## src/rtl/hilo_pkg.sv

```systemverilog
// Shared encodings and helpers for the HI/LO multiply/divide controller.
package hilo_pkg;

  localparam int ITER_COUNT = 32;

  typedef enum logic [2:0] {
    OP_MULT  = 3'd0,
    OP_MULTU = 3'd1,
    OP_DIV   = 3'd2,
    OP_DIVU  = 3'd3,
    OP_MTHI  = 3'd4,
    OP_MTLO  = 3'd5
  } op_t;

  typedef enum logic [2:0] {
    IDLE,
    MUL,
    DIV,
    FIX,
    WB
  } state_t;

  // Worked at 33 bits so that -2^31 becomes +2^31 instead of wrapping back to itself.
  function automatic logic [31:0] magnitude(input logic [31:0] v, input logic is_signed);
    magnitude = (is_signed && v[31]) ? 32'(-{1'b1, v}) : v;
  endfunction

endpackage

```

## src/rtl/hilo_muldiv_ctrl_if.sv

```systemverilog
// Request/stall handshake and HI/LO write port between the pipeline and hilo_muldiv_ctrl.
interface hilo_muldiv_ctrl_if #(
  parameter int WIDTH = 32
);
  logic             start;
  logic [2:0]       op;
  logic [WIDTH-1:0] rs_data;
  logic [WIDTH-1:0] rt_data;
  logic             flush;
  logic             busy;
  logic             done;
  logic             hi_we;
  logic             lo_we;
  logic [WIDTH-1:0] hi_wdata;
  logic [WIDTH-1:0] lo_wdata;

  modport master (
    output start, op, rs_data, rt_data, flush,
    input  busy, done, hi_we, lo_we, hi_wdata, lo_wdata
  );

  modport slave (
    input  start, op, rs_data, rt_data, flush,
    output busy, done, hi_we, lo_we, hi_wdata, lo_wdata
  );
endinterface

```

## src/rtl/hilo_div_step.sv

```systemverilog
// One restoring shift-subtract step: shifts the next dividend bit into the partial remainder.
module hilo_div_step
  import hilo_pkg::*;
(
  input  logic [31:0] rem,
  input  logic [31:0] quo,
  input  logic [31:0] divisor,
  output logic [31:0] rem_n,
  output logic [31:0] quo_n
);

  logic [32:0] shifted;
  logic        ge;

  assign shifted = {rem, quo[31]};
  assign ge      = (shifted >= {1'b0, divisor});
  assign rem_n   = ge ? 32'(shifted - {1'b0, divisor}) : shifted[31:0];
  assign quo_n   = {quo[30:0], ge};

endmodule

```

## src/rtl/hilo_muldiv_ctrl.sv

```systemverilog
// HI/LO multiply/divide controller: FSM, iterative shift-add multiplier, divider and sign fix-up.
// Defining MULDIV_FAST_MUL_EN replaces the iterative multiplier with a single-cycle 64-bit multiply.
module hilo_muldiv_ctrl
  import hilo_pkg::*;
#(
  parameter int WIDTH = 32
) (
  input logic clk,
  input logic rst,
  hilo_muldiv_ctrl_if.slave bus
);

  state_t state, state_n;

  // prod holds {acc, multiplier} while multiplying and {remainder, quotient} while dividing.
  logic [63:0] prod;
  logic [31:0] mcand;
  logic [31:0] rs_q;
  logic [4:0]  cnt;
  logic        is_div_q, neg_q, neg_r, dz_q;

  logic        accept, op_is_mul, op_is_div, op_signed, last_iter;
  logic [32:0] mul_sum;
  logic [31:0] rem_n, quo_n;
  logic [63:0] fix_prod;
  logic        hi_we_n, lo_we_n;
  logic [31:0] hi_d, lo_d;

  logic             busy_q, done_q, hi_we_q, lo_we_q;
  logic [WIDTH-1:0] hi_wdata_q, lo_wdata_q;

`ifdef MULDIV_FAST_MUL_EN
  localparam state_t MUL_ENTRY = WB;
  logic [63:0] fast_prod;
  assign fast_prod = {{32{op_signed & bus.rs_data[31]}}, bus.rs_data} *
                     {{32{op_signed & bus.rt_data[31]}}, bus.rt_data};
`else
  localparam state_t MUL_ENTRY = MUL;
`endif

  assign op_is_mul = (bus.op == OP_MULT) || (bus.op == OP_MULTU);
  assign op_is_div = (bus.op == OP_DIV)  || (bus.op == OP_DIVU);
  assign op_signed = (bus.op == OP_MULT) || (bus.op == OP_DIV);
  assign accept    = (state == IDLE) && bus.start && !bus.flush;
  assign last_iter = (cnt == 5'(ITER_COUNT - 1));
  assign mul_sum   = {1'b0, prod[63:32]} + (prod[0] ? {1'b0, mcand} : 33'd0);
  assign fix_prod  = neg_q ? -prod : prod;

  hilo_div_step u_div_step (
    .rem     (prod[63:32]),
    .quo     (prod[31:0]),
    .divisor (mcand),
    .rem_n   (rem_n),
    .quo_n   (quo_n)
  );

  always_ff @(posedge clk or posedge rst) begin
    if (rst) state <= IDLE;
    else     state <= state_n;
  end

  // Next state; flush beats start and every in-flight state, WB always drains to IDLE.
  always_comb begin
    state_n = state;
    case (state)
      IDLE: begin
        if (accept) begin
          if (op_is_mul)                                     state_n = MUL_ENTRY;
          else if (op_is_div)                                state_n = DIV;
          else if (bus.op == OP_MTHI || bus.op == OP_MTLO)   state_n = WB;
        end
      end
      MUL:     if (bus.flush) state_n = IDLE; else if (last_iter)         state_n = FIX;
      DIV:     if (bus.flush) state_n = IDLE; else if (dz_q || last_iter) state_n = FIX;
      FIX:     state_n = bus.flush ? IDLE : WB;
      WB:      state_n = IDLE;
      default: state_n = IDLE;
    endcase
  end

  // Write port contents for the cycle about to enter WB; data otherwise holds its last value.
  always_comb begin
    hi_we_n = 1'b0;
    lo_we_n = 1'b0;
    hi_d    = hi_wdata_q;
    lo_d    = lo_wdata_q;
    if (accept) begin
      if (bus.op == OP_MTHI) begin
        hi_we_n = 1'b1;
        hi_d    = bus.rs_data;
      end
      if (bus.op == OP_MTLO) begin
        lo_we_n = 1'b1;
        lo_d    = bus.rs_data;
      end
`ifdef MULDIV_FAST_MUL_EN
      if (op_is_mul) begin
        hi_we_n      = 1'b1;
        lo_we_n      = 1'b1;
        {hi_d, lo_d} = fast_prod;
      end
`endif
    end else if (state == FIX && !bus.flush) begin
      hi_we_n = 1'b1;
      lo_we_n = 1'b1;
      if (dz_q) begin
        hi_d = rs_q;
        lo_d = 32'hFFFF_FFFF;
      end else if (is_div_q) begin
        lo_d = neg_q ? -prod[31:0]  : prod[31:0];
        hi_d = neg_r ? -prod[63:32] : prod[63:32];
      end else begin
        {hi_d, lo_d} = fix_prod;
      end
    end
  end

  always_ff @(posedge clk or posedge rst) begin
    if (rst) begin
      prod     <= '0;
      mcand    <= '0;
      rs_q     <= '0;
      cnt      <= '0;
      is_div_q <= 1'b0;
      neg_q    <= 1'b0;
      neg_r    <= 1'b0;
      dz_q     <= 1'b0;
    end else if (accept && (op_is_mul || op_is_div)) begin
      cnt      <= '0;
      is_div_q <= op_is_div;
      neg_q    <= op_signed & (bus.rs_data[31] ^ bus.rt_data[31]);
      neg_r    <= op_signed & bus.rs_data[31];
      dz_q     <= op_is_div && (bus.rt_data == 32'd0);
      rs_q     <= bus.rs_data;
      mcand    <= magnitude(op_is_div ? bus.rt_data : bus.rs_data, op_signed);
      prod     <= {32'd0, magnitude(op_is_div ? bus.rs_data : bus.rt_data, op_signed)};
    end else if (state == MUL) begin
      prod <= {mul_sum, prod[31:1]};
      cnt  <= cnt + 5'd1;
    end else if (state == DIV) begin
      prod <= {rem_n, quo_n};
      cnt  <= cnt + 5'd1;
    end
  end

  always_ff @(posedge clk or posedge rst) begin
    if (rst) begin
      busy_q     <= 1'b0;
      done_q     <= 1'b0;
      hi_we_q    <= 1'b0;
      lo_we_q    <= 1'b0;
      hi_wdata_q <= '0;
      lo_wdata_q <= '0;
    end else begin
      busy_q     <= (state_n != IDLE);
      done_q     <= hi_we_n | lo_we_n;
      hi_we_q    <= hi_we_n;
      lo_we_q    <= lo_we_n;
      hi_wdata_q <= hi_d;
      lo_wdata_q <= lo_d;
    end
  end

  assign bus.busy     = busy_q;
  assign bus.done     = done_q;
  assign bus.hi_we    = hi_we_q;
  assign bus.lo_we    = lo_we_q;
  assign bus.hi_wdata = hi_wdata_q;
  assign bus.lo_wdata = lo_wdata_q;

endmodule

```

## src/flat_wrapper.sv

```systemverilog
// flat-port wrapper written by rule: the top's interface ports become plain ports
module hilo_muldiv_ctrl_flat import hilo_pkg::*;
#(
  parameter int WIDTH = 32
)
  (clk, rst, bus_start, bus_op, bus_rs_data, bus_rt_data, bus_flush, bus_busy, bus_done, bus_hi_we, bus_lo_we, bus_hi_wdata, bus_lo_wdata);
  hilo_muldiv_ctrl_if #(.WIDTH(WIDTH)) bus_i ();
  input logic clk;
  input logic rst;
  input wire logic [$bits(bus_i.start)-1:0] bus_start;
  input wire logic [$bits(bus_i.op)-1:0] bus_op;
  input wire logic [$bits(bus_i.rs_data)-1:0] bus_rs_data;
  input wire logic [$bits(bus_i.rt_data)-1:0] bus_rt_data;
  input wire logic [$bits(bus_i.flush)-1:0] bus_flush;
  output wire logic [$bits(bus_i.busy)-1:0] bus_busy;
  output wire logic [$bits(bus_i.done)-1:0] bus_done;
  output wire logic [$bits(bus_i.hi_we)-1:0] bus_hi_we;
  output wire logic [$bits(bus_i.lo_we)-1:0] bus_lo_we;
  output wire logic [$bits(bus_i.hi_wdata)-1:0] bus_hi_wdata;
  output wire logic [$bits(bus_i.lo_wdata)-1:0] bus_lo_wdata;
  assign bus_i.start = bus_start;
  assign bus_i.op = bus_op;
  assign bus_i.rs_data = bus_rs_data;
  assign bus_i.rt_data = bus_rt_data;
  assign bus_i.flush = bus_flush;
  assign bus_busy = bus_i.busy;
  assign bus_done = bus_i.done;
  assign bus_hi_we = bus_i.hi_we;
  assign bus_lo_we = bus_i.lo_we;
  assign bus_hi_wdata = bus_i.hi_wdata;
  assign bus_lo_wdata = bus_i.lo_wdata;
  hilo_muldiv_ctrl #(.WIDTH(WIDTH)) u_core (.clk(clk), .rst(rst), .bus(bus_i));
endmodule
```

## config.mk

```make
export PLATFORM = sky130hd
export DESIGN_NAME = hilo_muldiv_ctrl_flat
export DESIGN_NICKNAME = d
export VERILOG_FILES = /design/src/rtl/hilo_pkg.sv /design/src/rtl/hilo_muldiv_ctrl_if.sv /design/src/rtl/hilo_div_step.sv /design/src/rtl/hilo_muldiv_ctrl.sv /design/src/flat_wrapper.sv
export SDC_FILE = /design/constraint.sdc
export NUM_CORES = 1
export LEC_CHECK = 0
export BUFFER_PORTS_ARGS = -buffer_cell sky130_fd_sc_hd__buf_2
export CORE_ASPECT_RATIO = 1.2
export CORE_MARGIN = 2
export CORE_UTILIZATION = 40
export CTS_BUF_LIST = sky130_fd_sc_hd__clkbuf_4 sky130_fd_sc_hd__clkbuf_8
export CTS_CLUSTER_SIZE = 25
export DETAILED_ROUTE_END_ITERATION = 10
export SETUP_SLACK_MARGIN = 0.4
export SYNTH_ARGS = -nofsm -noshare
export SYNTH_HDL_FRONTEND = slang
export SYNTH_SLANG_ARGS = --single-unit
export TNS_END_PERCENT = 20
```

## constraint.sdc

```tcl
create_clock -name clk -period 14.6 [get_ports clk]
set_clock_uncertainty 0.1 [all_clocks]
set_input_delay 0.73 -clock clk [delete_from_list [all_inputs] [get_ports clk]]
set_output_delay 0.73 -clock clk [all_outputs]
set_load 0.02 [all_outputs]
```

# Word-level counts from Yosys, hierarchy flattened
# Cells that the tools add are included.
dict set report totals {
  regBits 208
  in_bits 71
  output_inout_bits 68
  elab_cells 101
}
dict set report op_classes {
  add_sub_neg 8
  order_cmp 1
  eq_ne 11
  n_mux 40
  n_bitwise 4
  n_reduce_logical 22
}
# operator n
set ops {}
lappend ops {{32-bit 2-to-1 mux} 18}
lappend ops {{64-bit 2-to-1 mux} 4}
lappend ops {{32-bit negator} 4}
lappend ops {{64-bit negator} 1}
lappend ops {{32-bit by 32-bit adder with 33-bit output} 1}
lappend ops {{33-bit by 32-bit greater-or-equal comparator with 1-bit output} 1}
lappend ops {{32-bit zero test} 1}
lappend ops {{32-bit subtractor} 1}
lappend ops {{3-bit 2-to-1 mux} 9}
lappend ops {{5-bit 2-to-1 mux} 3}
lappend ops {{3-bit by 2-bit == test with 1-bit output, second input constant} 4}
lappend ops {{3-bit case mux with 4 select lines} 1}
lappend ops {{1-bit logical AND} 7}
lappend ops {{3-bit by 1-bit == test with 1-bit output, second input constant} 2}
lappend ops {{3-bit == test, second input constant} 2}
lappend ops {{3-bit zero test} 2}
lappend ops {{1-bit logical OR} 6}
lappend ops {{3-bit nonzero test} 2}
lappend ops {{5-bit by 1-bit adder with 5-bit output, second input constant} 1}
lappend ops {{5-bit == test, second input constant} 1}
lappend ops {{1-bit 2-to-1 mux} 5}
lappend ops {{2-bit inequality test, second input constant} 2}
lappend ops {{2-bit AND reduction} 2}
lappend ops {{1-bit AND} 2}
lappend ops {{4 further kinds} 4}

# Depth between registers and ports, before layout
dict set report logic_depth {
  ltp_word 8
  mapped_depth 17
  ltp_nobuf 13
}

# By module
# From an unflattened synthesis, not the netlist that was laid out.
dict set report unflattened {
  cells_unflattened 2222
  area_unflattened_um2 17461.7
}
# module instances cells_each area_each_um2 seq_area_each_um2
set by_module_without_submodules {}
lappend by_module_without_submodules {hilo_muldiv_ctrl 1 1867 14890.5 5205.0}
lappend by_module_without_submodules {hilo_div_step 1 355 2571.2 0.0}

# Worst setup path before layout
# No wires, ideal clock.
dict set report synth_path {
  kind {input to register}
  start {input bus_op[1]}
  end {register u_core.prod[28]}
  setup_ns 0.129
  arrival_time_ns 3.565
  path_slack_ns 10.806
  cell_stages 16
  n_path_buf 6
  cell_sequence {buf_6 -> nand2b_1 -> buf_6 -> buf_4 -> buf_2 -> buf_4 -> buf_2 -> mux2i_1 -> ha_1 -> nand4_1 -> and4b_1 -> a21oi_1 -> a21oi_1 -> nor2b_1 -> xnor2_1 -> o21ai_1}
}
dict set report synth_between {
  elab_chain_cells 6
}
# item line
set synth_rtl {}
lappend synth_rtl {{from (decl)} flat_wrapper.sv:11} ;# input wire logic [$bits(bus_i.op)-1:0] bus_op;
lappend synth_rtl {{3-bit by 2-bit == test with 1-bit output (on tied branches)} {hilo_muldiv_ctrl.sv:42, hilo_muldiv_ctrl.sv:43}}
lappend synth_rtl {{1-bit logical OR} hilo_muldiv_ctrl.sv:42} ;# assign op_is_div = (bus.op == OP_DIV) || (bus.op == OP_DIVU);
lappend synth_rtl {{32-bit 2-to-1 mux} hilo_muldiv_ctrl.sv:136} ;# prod <= {32'd0, magnitude(op_is_div ? bus.rs_data : bus.rt_data, op_signed)};
lappend synth_rtl {{32-bit negator or 1-bit logical AND (tied branches)} hilo_pkg.sv:25} ;# magnitude = (is_signed && v[31]) ? 32'(-{1'b1, v}) : v;
lappend synth_rtl {{32-bit 2-to-1 mux} hilo_pkg.sv:25}
lappend synth_rtl {{64-bit 2-to-1 mux} hilo_muldiv_ctrl.sv:128} ;# end else if (accept && (op_is_mul || op_is_div)) begin
lappend synth_rtl {{to (signal assigned)} hilo_muldiv_ctrl.sv:136}
lappend synth_rtl {{to (signal assigned)} hilo_muldiv_ctrl.sv:138} ;# prod <= {mul_sum, prod[31:1]};
lappend synth_rtl {{to (signal assigned)} hilo_muldiv_ctrl.sv:141} ;# prod <= {rem_n, quo_n};
lappend synth_rtl {{to (decl)} hilo_muldiv_ctrl.sv:16} ;# logic [63:0] prod;
# Parallel ways exist; a longest one is shown, timed or not.
# A chain may end at the register's enable or synchronous reset.

# Worst setup path in the final report
dict set report layout_path {
  start {register u_core.prod[0]}
  end {register u_core.prod[60]}
}
dict set report layout_between {
  elab_chain_cells 4
}
# item line
set layout_rtl {}
lappend layout_rtl {{32-bit 2-to-1 mux} hilo_muldiv_ctrl.sv:46} ;# assign mul_sum = {1'b0, prod[63:32]} + (prod[0] ? {1'b0, mcand} : 33'd0);
lappend layout_rtl {{32-bit by 32-bit adder with 33-bit output} hilo_muldiv_ctrl.sv:46}
lappend layout_rtl {{64-bit 2-to-1 mux} hilo_muldiv_ctrl.sv:137} ;# end else if (state == MUL) begin
lappend layout_rtl {{64-bit 2-to-1 mux} hilo_muldiv_ctrl.sv:128}
# Every way passes these cells.

==> results.toml <==
[grt]
grtUsageTotal_pct = 29.99
grt_max_degree = 97
grt_pass1_vias = 16980
grt_overflow = 0
antenna_found_initial = 1
grt_pass1_wl_mm = 103.7

[timing]
tns_ns = 0
setup_ws_ns = 10.29
max_freq_mhz = 231.9
layout_min_cycle_time_ns = 4.311
fin_crit_sh_pct = 29.53
hold_viol_final = 0
relSlewSlack_pct = 12.04
setup_violations = 0
drv_slew = 0
rsz0062_at_grt = "no"
hold_slack_ns = 0.1928
worst_pin_slew_ns = 1.319

[critical_path]
ff2ff_path_depth = 13
critPathRequiredTime_ns = 14.99
cp-endpoint = "u_core.prod[60]"
crit_arrival_ns = 4.70
timing.rr.start = "u_core.prod[0]"
r2r-end = "u_core.prod[60]"
worstSetupPathType = "flop to flop"
ff2ff_setup_slack_ns = 10.29
critPathLaunch = "u_core.prod[0]"
path_max_fanout = 30
end_kind = "flop"
startpoint_type = "flop"

[cts]
cts_htree_levels = 2
hold_buffers = 0
ctsRootBufferMaster = "clkbuf_8"
worstSkewPairLatency_ns = 0.58
cts_buffers = 40
cts_setup_buffers = 0
clk_pin_slew_ns = 0.07
cts_tree = "yes"
cts_resized = 0
cts.sinks = 208
clockBufferDepth = 3

[yosys]
synth_fa_ha_area_share_pct = 5.328
ys_ff_latch = 208
ys_warn_count = 0
syn_avg_cell_area_um2 = 7.846
synthSimpleGateAreaFrac_pct = 22.13
ys_types = 90
synth_flop_cell = "dfrtp_1"
synthMuxAreaShare_pct = 5.423
ys_async_sr_fraction_pct = 100.0
yosysSeqAreaShare_pct = 30.28
syn_inst = 2191
synth_edf_count = 0
synth_fp_nets = 2334
synth_xor_xnor_area_share_pct = 8.050
synth_area_um2 = 17190
synth_top_family_by_area = "compound AO/OA/AOI/OAI gates"
synth_compound_area_share_pct = 23.70

[run_status]
status = "completed"

[floorplan]
fp.dieArea_um2 = 44660
die_x_um = 193.2
fp-row-count = 83
die_h_um = 231.1
start_util_pct = 40.37
pin_count = 139
core_um2 = 42580

[place]
numPortBuffers = 138
dp_worst_setup_slack_ns = 10.38
place_hpwl_mm = 50.99
place_congestion = 0.9402

[hold_path]
hp-class = "input pin to async pin"

[final_layout]
area_delta_synth_final_pct = 10.86
nNetsFinal = 2394
final_cell_mix = "nand2_1 (353), dfrtp_1 (208), o21ai_0 (203)"
n_antenna_cell = 0
drive_above_1_share_pct = 12.82
layout_commonest_cell = "nand2_1"

[detailed_routing]
firstDrtPassIters = 8
route.vias.total = 17400
wl_per_cell_um = 24.30
antenna_left = 0
wirelength_mm = 68.76
post_drt_via_cell_ratio = 6.147
drc = 0
drt-initial-drc-count = 1487

[pwr]
p_leak_uw = 0.008724
worst_ir_drop_vdd_mv = 0.08376
power.total_uw = 3776
power_density_nw_per_um2 = 198.2

[run]
maxCapViolCount = 0
==> state kept, by name (all words and copies together), names as in the netlist <==
name	cells
u_core.neg_r	1
u_core.bus.busy	1
u_core.state	3
u_core.prod	64
u_core.bus.lo_we	1
u_core.is_div_q	1
u_core.bus.hi_we	1
u_core.dz_q	1
u_core.rs_q	32
u_core.bus.done	1
u_core.neg_q	1
u_core.bus.hi_wdata	32
u_core.mcand	32
u_core.bus.lo_wdata	32
u_core.cnt	5
==> area by class of cell <==
class | instances | area [µm²]
fillers | 4371 | 23520
multi-input cells | 1778 | 11160
flip-flops and latches | 208 | 5205
repair buffers | 165 | 893.4
clock buffers | 57 | 734.5
well taps | 552 | 690.7
inverters | 58 | 225.2
clock inverters | 12 | 152.6
==> logic make-up (layout without fill, tap and decap cells) <==
family          after synthesis  count (layout)
mux                          92              92
buf+inv                     205             292
simple gates                809             809
flops                       208             208
xor+xnor                    158             158
fa+ha+maj                    72              72
compound gates              647             647
==> per-layer routing <==
metal	track usage, %	part of all wire, %	vias to the layer above	routed length, µm
met5	0	0	-	0
met4	15.48	5.6	0	3831
met3	4.497	6.7	175	4639
met2	50.98	48	782	32940
met1	36.92	40	8453	27350
li1	-	-	7987	-
==> synthesized netlist by cell type, types with 13 or more instances <==
master	instances	share of area, %
nand2_1	353	7.7
dfrtp_1	208	30
o21ai_0	204	5.9
nor2_1	159	3.5
a21oi_1	143	4.2
clkbuf_1	108	2.4
xnor2_1	91	4.6
mux2i_1	83	4.8
ha_1	70	5.1
xor2_1	67	3.4
nand3_1	60	1.7
inv_1	58	1.3
o211ai_1	41	1.8
nor3_1	36	1.0
a31oi_1	33	1.2
or3_1	33	1.2
o22ai_1	30	1.1
a21o_1	27	1.2
nand2b_1	27	0.98
and3_1	26	0.95
a211oi_1	20	0.87
nor2b_1	20	0.73
o221ai_1	19	0.97
o31ai_1	17	0.74
nor4_1	16	0.58
o21ai_1	13	0.38
==> how the worst min path moves through the flow <==
stage	endpoint	slack [ns]	depth (start not counted)
2_1_floorplan	u_core.rs_q[17]	0.35	2
3_5_place_dp	u_core.rs_q[6]	0.36	2
4_1_cts	u_core.bus.lo_wdata[18]	0.20	2
6_report	u_core.bus.lo_wdata[19]	0.19	2
5_1_grt	u_core.bus.lo_wdata[18]	0.24	2
3_3_place_gp	u_core.rs_q[27]	0.36	2
==> worst max-delay path, stage by stage (launching register included) <==
cell and delay, ns:
dfrtp_1 0.52, inv_1 0.18, buf_4 0.38, nor2_1 0.08, ha_1 0.36, o211ai_1 0.11
o21ai_0 0.63, o2111a_1 0.34, o21ba_2 0.23, a21boi_0 0.23, o41ai_1 0.52, o21ai_0 0.16
mux2i_1 0.15, a211oi_2 0.22
==> where the power goes <==
part	internal, µW	switching, µW	total [µW]
registers	755	266	1020
clock network	379	289	668
logic	791	1300	2090
==> stage by stage <==
step | cells | util (%) | area, µm²
3_5_place_dp | 2761 | 42.67 | 18170
5_1_grt | 2830 | 44.76 | 19060
2_1_floorplan | 2191 | - | 17190
6_report | 2830 | 44.76 | 19060
3_3_place_gp | 2761 | 42.67 | 18170
4_1_cts | 2830 | 44.76 | 19060
No activity file was read; power rests on OpenSTA's default activity.
